[src/rtl/rf_alu_pkg.sv]
// Shared widths and one-hot ALU operation bit indices for register_file_alu.
package rf_alu_pkg;

  localparam int XLEN_DEF = 32;
  localparam int AW_DEF   = 5;

  localparam int ALU_OPS  = 10;
  localparam int ALU_ADD  = 0;
  localparam int ALU_SUB  = 1;
  localparam int ALU_AND  = 2;
  localparam int ALU_OR   = 3;
  localparam int ALU_XOR  = 4;
  localparam int ALU_SLL  = 5;
  localparam int ALU_SRL  = 6;
  localparam int ALU_SRA  = 7;
  localparam int ALU_SLT  = 8;
  localparam int ALU_SLTU = 9;

endpackage

[src/rtl/register_file_alu_dec3to8.sv]
// Combinational 3-to-8 one-hot decoder used for the funct3 field.
module dec3to8 (
  input  logic [2:0] sel_i,
  output logic [7:0] dec_o
);

  always_comb begin
    // NOTE: default first so every path assigns dec_o and no latch is inferred.
    dec_o = '0;
    dec_o[sel_i] = 1'b1;
  end

endmodule

[src/rtl/register_file_alu.sv]
// Two-read/one-write register file (x0 hardwired to zero), one-hot ALU and funct3 decoder.
// Optional macro RF_WRITE_BYPASS_EN forwards same-cycle write data to the read ports.
module register_file_alu
  import rf_alu_pkg::*;
#(
  parameter int XLEN = XLEN_DEF,
  parameter int AW   = AW_DEF
) (
  input  logic                clk,
  input  logic                reset,
  input  logic                wen,
  input  logic [AW-1:0]       waddr,
  input  logic [XLEN-1:0]     wdata,
  input  logic [AW-1:0]       raddr1,
  input  logic [AW-1:0]       raddr2,
  output logic [XLEN-1:0]     rdata1,
  output logic [XLEN-1:0]     rdata2,
  input  logic [XLEN-1:0]     alu_src1,
  input  logic [XLEN-1:0]     alu_src2,
  input  logic [ALU_OPS-1:0]  alu_op,
  output logic [XLEN-1:0]     alu_result,
  input  logic [2:0]          funct3,
  output logic [7:0]          funct3_d
);

  localparam int NREGS = 2 ** AW;

  logic [XLEN-1:0] regs_q [NREGS];
  logic            wr_en;

  assign wr_en = wen && (waddr != '0);

  // NOTE: the register array is reset explicitly because software relies on
  // every register reading zero after reset; reset also wins over a write.
  always_ff @(posedge clk) begin
    if (reset) begin
      for (int i = 0; i < NREGS; i++) begin
        // NOTE: non-blocking for all sequential state, including array entries.
        regs_q[i] <= '0;
      end
    end else if (wr_en) begin
      regs_q[waddr] <= wdata;
    end
  end

  function automatic logic [XLEN-1:0] read_port(input logic [AW-1:0] addr);
    logic [XLEN-1:0] val;
    val = (addr == '0) ? '0 : regs_q[addr];
`ifdef RF_WRITE_BYPASS_EN
    if (wr_en && !reset && (addr == waddr)) begin
      val = wdata;
    end
`endif
    return val;
  endfunction

  assign rdata1 = read_port(raddr1);
  assign rdata2 = read_port(raddr2);

  // Shift amount is always the low five bits of src2, independent of XLEN.
  logic [4:0] shamt;
  assign shamt = alu_src2[4:0];

  // AND-OR mux: each selected operation contributes its result; none selected gives 0.
  always_comb begin
    alu_result = '0;
    if (alu_op[ALU_ADD])  alu_result |= alu_src1 + alu_src2;
    if (alu_op[ALU_SUB])  alu_result |= alu_src1 - alu_src2;
    if (alu_op[ALU_AND])  alu_result |= alu_src1 & alu_src2;
    if (alu_op[ALU_OR])   alu_result |= alu_src1 | alu_src2;
    if (alu_op[ALU_XOR])  alu_result |= alu_src1 ^ alu_src2;
    if (alu_op[ALU_SLL])  alu_result |= alu_src1 << shamt;
    if (alu_op[ALU_SRL])  alu_result |= alu_src1 >> shamt;
    if (alu_op[ALU_SRA])  alu_result |= XLEN'($signed(alu_src1) >>> shamt);
    if (alu_op[ALU_SLT])  alu_result |= {{(XLEN-1){1'b0}}, $signed(alu_src1) < $signed(alu_src2)};
    if (alu_op[ALU_SLTU]) alu_result |= {{(XLEN-1){1'b0}}, alu_src1 < alu_src2};
  end

  dec3to8 u_funct3_dec (
    .sel_i (funct3),
    .dec_o (funct3_d)
  );

endmodule

[config.mk]
export PLATFORM = sky130hd
export DESIGN_NAME = register_file_alu
export DESIGN_NICKNAME = d
export VERILOG_FILES = /design/src/rtl/rf_alu_pkg.sv /design/src/rtl/register_file_alu_dec3to8.sv /design/src/rtl/register_file_alu.sv
export SDC_FILE = /design/constraint.sdc
export NUM_CORES = 2
export LEC_CHECK = 0
export BUFFER_PORTS_ARGS = -buffer_cell sky130_fd_sc_hd__buf_2
export CORE_ASPECT_RATIO = 0.7
export CORE_MARGIN = 4
export CORE_UTILIZATION = 25
export DETAILED_ROUTE_END_ITERATION = 6
export SLEW_MARGIN = 15
export SYNTH_ARGS = -nofsm -noshare
export SYNTH_HDL_FRONTEND = slang
export SYNTH_SLANG_ARGS = --single-unit
[constraint.sdc]
create_clock -name clk -period 5.49 [get_ports clk]
set_clock_uncertainty 0.2 [all_clocks]
set_input_delay 0.549 -clock clk [delete_from_list [all_inputs] [get_ports clk]]
set_output_delay 0.549 -clock clk [all_outputs]
set_load 0.03 [all_outputs]
; Word-level counts from Yosys, hierarchy flattened
; Memories as Yosys holds them, arrays and structs flattened.
; Cells that the tools add are included.
[totals]
register_bits = 0
ram_bits = 1024
in_bits = 127
output_inout_bits = 104
wordCells = 50
mem_count = 1
[memory_table]
columns = memory, words, width, rd, rd_clocked_by_memory_dff, wr, line_no
row1 = regs_q, 32, 32, 2, 0, 32, register_file_alu.sv:28  ; logic [XLEN-1:0] regs_q [NREGS];
[classes]
addsub = 2
n_lt_le_gt_ge = 4
shifts = 3
muxes = 22
bitwise_logic = 12
reduce_logical = 6
[ops]
columns = op, count
row1 = 32-bit two-way mux, 13
row2 = 32-bit OR, 8
row3 = 32-bit less-than comparator, 2
row4 = 32-bit by 1-bit OR with 32-bit output, 2
row5 = 32-bit adder, 1
row6 = 32-bit bitwise AND, 1
row7 = 32-bit OR reduction, 1
row8 = 32-bit by 5-bit << shifter with 32-bit output, 1
row9 = 32-bit by 5-bit right shift with 32-bit output, 1
row10 = 32-bit by 5-bit >>> shifter with 32-bit output, 1
row11 = 32-bit subtractor, 1
row12 = 32-bit XOR, 1
row13 = 5-bit zero test, 2
row14 = 1-bit two-way mux, 7
row15 = 5-bit two-way mux, 1
row16 = 5-bit nonzero test, 1
row17 = "3-bit by 4-bit less-than comparator with 1-bit output, second input constant", 1
row18 = 1-bit demux with 3-bit select, 1
row19 = "3-bit by 1-bit >= comparator with 1-bit output, second input constant", 1
row20 = 1-bit logical AND, 2

; Longest topological paths before layout
[logic_depth]
ltp_word = 20
depth_mapped = 16
mapped_depth_nobuf = 11

; By module
; Synthesis repeated with hierarchy kept, for this count alone.
[unflattened]
hier_cells = 4508
hier_area_um2 = 62826.5
[by_module_without_submodules]
columns = mod, instances, cells_per_inst, area_each_um2, seq_area_each_um2
row1 = register_file_alu, 1, 4500, 62761.4, 30749.5
row2 = dec3to8, 1, 8, 65.1, 0.0

; Worst setup path after synthesis
; OpenSTA, ideal clock, no wires.
[synth_timing]
kind = in2out
from = input alu_src2[2]
to = output alu_result[22]
t_arrival_ns = 4.391
required_time_ns = 4.741
path_slack_ns = 0.350
stages = 16
path_buffers = 6
path_cell_list = buf_2 inv_1 buf_2 buf_2 buf_1 buf_2 ha_1 buf_2 o21ba_2 o221ai_1 o21ai_1 o221ai_2 a31oi_1 o21a_1 o211a_1 o21ai_0
[synth_via]
elab_chain_cells = 20
word_cells_on_any_way = 24
classes_between = add/sub: 2 / shift: 3 / mux: 10 / bitwise: 9
[synth_rtl]
columns = element, line_no
row1 = start: declaration, register_file_alu.sv:19  ; input logic [XLEN-1:0] alu_src2,
row2 = 32-bit adder, register_file_alu.sv:67  ; if (alu_op[ALU_ADD]) alu_result |= alu_src1 + alu_src2;
row3 = 32-bit two-way mux, register_file_alu.sv:67
row4 = 32-bit OR, register_file_alu.sv:68  ; if (alu_op[ALU_SUB]) alu_result |= alu_src1 - alu_src2;
row5 = 32-bit two-way mux, register_file_alu.sv:68
row6 = 32-bit OR, register_file_alu.sv:69  ; if (alu_op[ALU_AND]) alu_result |= alu_src1 & alu_src2;
row7 = 32-bit two-way mux, register_file_alu.sv:69
row8 = 32-bit OR, register_file_alu.sv:70  ; if (alu_op[ALU_OR]) alu_result |= alu_src1 | alu_src2;
row9 = 32-bit two-way mux, register_file_alu.sv:70
row10 = (+4 left out), -
row11 = 32-bit OR, register_file_alu.sv:73  ; if (alu_op[ALU_SRL]) alu_result |= alu_src1 >> shamt;
row12 = 32-bit two-way mux, register_file_alu.sv:73
row13 = 32-bit OR, register_file_alu.sv:74  ; if (alu_op[ALU_SRA]) alu_result |= XLEN'($signed(alu_src1) >>> shamt);
row14 = 32-bit two-way mux (*), register_file_alu.sv:74
row15 = 32-bit by 1-bit OR with 32-bit output, register_file_alu.sv:75  ; if (alu_op[ALU_SLT]) alu_result |= {{(XLEN-1){1'b0}}, $signed(alu_src1) < $signed(alu_src2)};
row16 = 32-bit two-way mux (*), register_file_alu.sv:75
row17 = 32-bit by 1-bit OR with 32-bit output, register_file_alu.sv:76  ; if (alu_op[ALU_SLTU]) alu_result |= {{(XLEN-1){1'b0}}, alu_src1 < alu_src2};
row18 = 32-bit two-way mux (*), register_file_alu.sv:76
row19 = end: declaration, register_file_alu.sv:21  ; output logic [XLEN-1:0] alu_result,
; Every way passes the cells marked *; elsewhere a longest branch is shown, timed or not.

; Worst setup path in the final report
[layout_timing]
from = input alu_src1[0]
to = output alu_result[26]
[layout_via]
elab_chain_cells = 20
word_cells_on_any_way = 24
classes_between = add/sub: 2 / shift: 3 / mux: 10 / bitwise: 9
[layout_rtl]
columns = element, line_no
row1 = start: declaration, register_file_alu.sv:18  ; input logic [XLEN-1:0] alu_src1,
row2 = 32-bit adder, register_file_alu.sv:67
row3 = 32-bit two-way mux, register_file_alu.sv:67
row4 = 32-bit OR, register_file_alu.sv:68
row5 = 32-bit two-way mux, register_file_alu.sv:68
row6 = 32-bit OR, register_file_alu.sv:69
row7 = 32-bit two-way mux, register_file_alu.sv:69
row8 = 32-bit OR, register_file_alu.sv:70
row9 = 32-bit two-way mux, register_file_alu.sv:70
row10 = (+4 left out), -
row11 = 32-bit OR, register_file_alu.sv:73
row12 = 32-bit two-way mux, register_file_alu.sv:73
row13 = 32-bit OR, register_file_alu.sv:74
row14 = 32-bit two-way mux (*), register_file_alu.sv:74
row15 = 32-bit by 1-bit OR with 32-bit output, register_file_alu.sv:75
row16 = 32-bit two-way mux (*), register_file_alu.sv:75
row17 = 32-bit by 1-bit OR with 32-bit output, register_file_alu.sv:76
row18 = 32-bit two-way mux (*), register_file_alu.sv:76
; Marks and branches as above.

==> run summary <==
The total overflow left after global routing is 0. The count of endpoints failing setup in the final report came out at 0. Setup repair after global routing left no endpoint under its margin. The count of final hold-check violations came to 0. The number of fill cells in the layout came out at around 25000. The total core area is around 250000 um^2. The power density of the placed cells is about 270 nW/um^2. In the final routed layout, each cell accounts on average for between 20 and 30 um. The post-synthesis cell area is approximately 63000 um^2. For this run, the register share of the synthesized area comes to 0.4887. The instance count of the mapped netlist came out at 4496. The number of port buffers is 230. The global-route wire length before repair came out at 325.4 mm. The number of max-cap violations came out at 0.

The transition time at the pin with the least slew margin is ~1.3 ns. The final worst-path cycle share is 0.9188. The total chip power came out at 19.42 mW. The number of design-rule violations left by the first detailed-router iteration is between 7000 and 8000. The buffers inserted during post-CTS setup optimization is 0. regs_q holds more flip-flops than any other register.

The tree is rooted in a sky130_fd_sc_hd__clkbuf_16. The via density per instance came out at between 5 and 6. The worst path needs between 5 and 6 ns of the cycle, external delays included.

Summed over all layers, the routed wires come to between 200 and 250 mm. The worst endpoint required time came out at 4.74 ns. The classification of the worst-slack hold path is in -> reg. CTS built an H-tree with a depth of 3. The register with the most flip-flops in the layout has roughly 1000 of them. Of all flip-flops after synthesis, the portion carrying an async set or reset was 0. The floorplan step set the die width to ~610 um.

The post-synthesis cell type count came out at 88. The clock drives 1024 sinks. Leaving out fill and tap cells, the most frequent cells in the layout are 1024 x sky130_fd_sc_hd__edfxtp_1, 996 x sky130_fd_sc_hd__and2_1, 682 x sky130_fd_sc_hd__mux4_2. The most common library cell in the layout ignoring fill and taps is sky130_fd_sc_hd__edfxtp_1. Compared with the post-synthesis result, the final layout area differs by 12.95%. The count of final max-slew check failures came out at 0. Headroom to the max-slew limit came out at 0.1441. The maximum fanout along the worst path came out at 6. In the final layout, the registers with the most flip-flops are regs_q (1024). The number of rows in the core area is between 150 and 200.

The count of yosys warnings during synthesis came out at 0. Adding up every negative setup slack in the final design gives 0 ns. The number of global-route vias before repair was 41620. The switching share of power came out at 0.2863.

The half-perimeter wire length after placement came out at between 100 and 150 mm. The share of layout cells above drive strength 1 came out at 0.2816. The number of cells upsized or downsized after cts came out at 0. The TritonCTS buffer count came out at 86. The top achievable clock speed came out at between 150 and 200 MHz.

The worst setup path is captured at an output pin. The mean area per synthesized cell is 13.99 um^2. The setup path with the least slack is of type in -> out. The number of antenna violations at the first check in global routing was 25. The largest net degree at the start of global routing is between 100 and 150. The total DRC errors in the routed layout came out at 0. The kind of start point of the critical path is an input port. The data arrival time of the critical path came out at 4.30 ns.

The height of the die came out at roughly 430 um. The detailed-router iteration count before antenna repair came out at 5. The number of nets in the layout is 4759. The run finished with clean final reports. The die footprint came out at 259900 um^2.

The largest buffer count on any clock path came out at 3. The placer congestion estimate came out at between 0.9 and 1. The count of nets left with antenna violations once routing finished came out at 0. Cell internal power was estimated by the tool at 13.86 mW. The leakage power figure came out at between 20 and 25 nW. The starting density of the core is 0.2522.

The number of hold-repair buffers added at the cts stage is 0. TritonCTS built the clock tree. The via total after detailed routing came out at between 40000 and 50000.

The leading register cell type out of synthesis is sky130_fd_sc_hd__edfxtp_1. Of the total power, registers draw 0.475. The maximum vdd ir drop is around 0.23 mV. Of the total power, the clock network draws 0.333. During I/O placement, the number of pins put on the boundary was between 200 and 250.

The switching power is around 5.6 mW. The global-route usage over all layers came out at 0.1737. The CTS clock-pin slew for the worst setup and hold paths is roughly 0.07 ns. The count of state elements after synthesis came out at 1024.

Counting flops with a built-in enable in the synthesized netlist gives a little over 1000. The share of power burned in combinational logic came out at 0.192.
power by group through the flow:
stage               logic, mW  clock network [mW]  registers, mW
floorplan                2.36                   0           9.31
global placement         3.65                   0           9.35
detailed placement       3.67                   0           9.39
CTS                      3.68                6.49           9.22
global route             3.88                6.85           9.27
finish                   3.73                6.46           9.23
path summary, 6_finish.rpt:
check   startpoint        endpoint  slack, ns  depth (start not counted)
min          reset   regs_q[0][22]       0.14                          1
max    alu_src1[0]  alu_result[26]       0.45                         13
layout make-up:
type	count	area [um^2]	share of cell area
multi-input combinational	2929	30290	0.4262
timing repair buffer	376	2635	0.03708
tap	3332	4169	0.05866
sequential	1024	30750	0.4327
clock buffer	101	2251	0.03167
clock inverter	56	516.7	0.007271
antenna	10	25.02	0.0003521
inverter	116	435.4	0.006127
cell usage after synthesis (all sizes together) (23+ instances only):
master / count / area share
edfxtp: 1024 / 0.49
and2: 996 / 0.099
mux4: 686 / 0.25
clkbuf: 350 / 0.021
nor2: 230 / 0.014
inv: 115 / 0.0069
a21oi: 111 / 0.0088
mux2i: 110 / 0.018
buf: 108 / 0.0079
ha: 97 / 0.019
o21ai: 95 / 0.0076
nand2: 92 / 0.0055
or2: 40 / 0.0040
nand3: 28 / 0.0022
o211ai: 28 / 0.0033
a211oi: 23 / 0.0027
metrics by stage:
step                instances  setup slack (ns)    util  hold slack, ns  cell area (um^2)
floorplan                4527            0.3497       -          0.5472             63030
global placement         7777            0.5376  0.2737          0.8118             68280
detailed placement       7777            0.5858  0.2737          0.8170             68280
CTS                      7934            0.5718  0.2848         0.08371             71040
global route             7939            0.2298  0.2849          0.1072             71060
finish                   7944            0.4458  0.2849          0.1369             71070
cell families after synthesis:
kind of cell               count (synthesis)  synth area share
buffers and inverters                    574           0.03570
xor gates and xnor gates                  14          0.001949
DFF                                     1024            0.4887
AOI/OAI and AO/OA                        465           0.05019
and+or+nand+nor                         1506            0.1369
adders and majority gates                 99           0.01993
other                                      1        0.00005960
muxes                                    813            0.2666
metal layers:
layer / vias up / part of all wire / track usage
li1: 17340 / - / -
met1: 22500 / 0.42 / 0.2594
met2: 3046 / 0.41 / 0.2409
met3: 359 / 0.14 / 0.05555
met4: 6 / 0.025 / 0.04138
met5: - / 0.00085 / 0.004744
worst max-delay path, cell delays in order:
cell and delay [ns]:
sky130_fd_sc_hd__buf_2 0.15, sky130_fd_sc_hd__ha_1 0.28, sky130_fd_sc_hd__inv_1 0.10, sky130_fd_sc_hd__fa_1 0.42, sky130_fd_sc_hd__nand2b_1 0.18, sky130_fd_sc_hd__a21oi_1 0.23, sky130_fd_sc_hd__o21ai_0 0.32, sky130_fd_sc_hd__a32oi_1 0.60
sky130_fd_sc_hd__a31oi_1 0.32, sky130_fd_sc_hd__o21ai_0 0.40, sky130_fd_sc_hd__o21ai_0 0.13, sky130_fd_sc_hd__a2111o_1 0.42, sky130_fd_sc_hd__buf_2 0.18
Power figures use the tool's default switching activity.
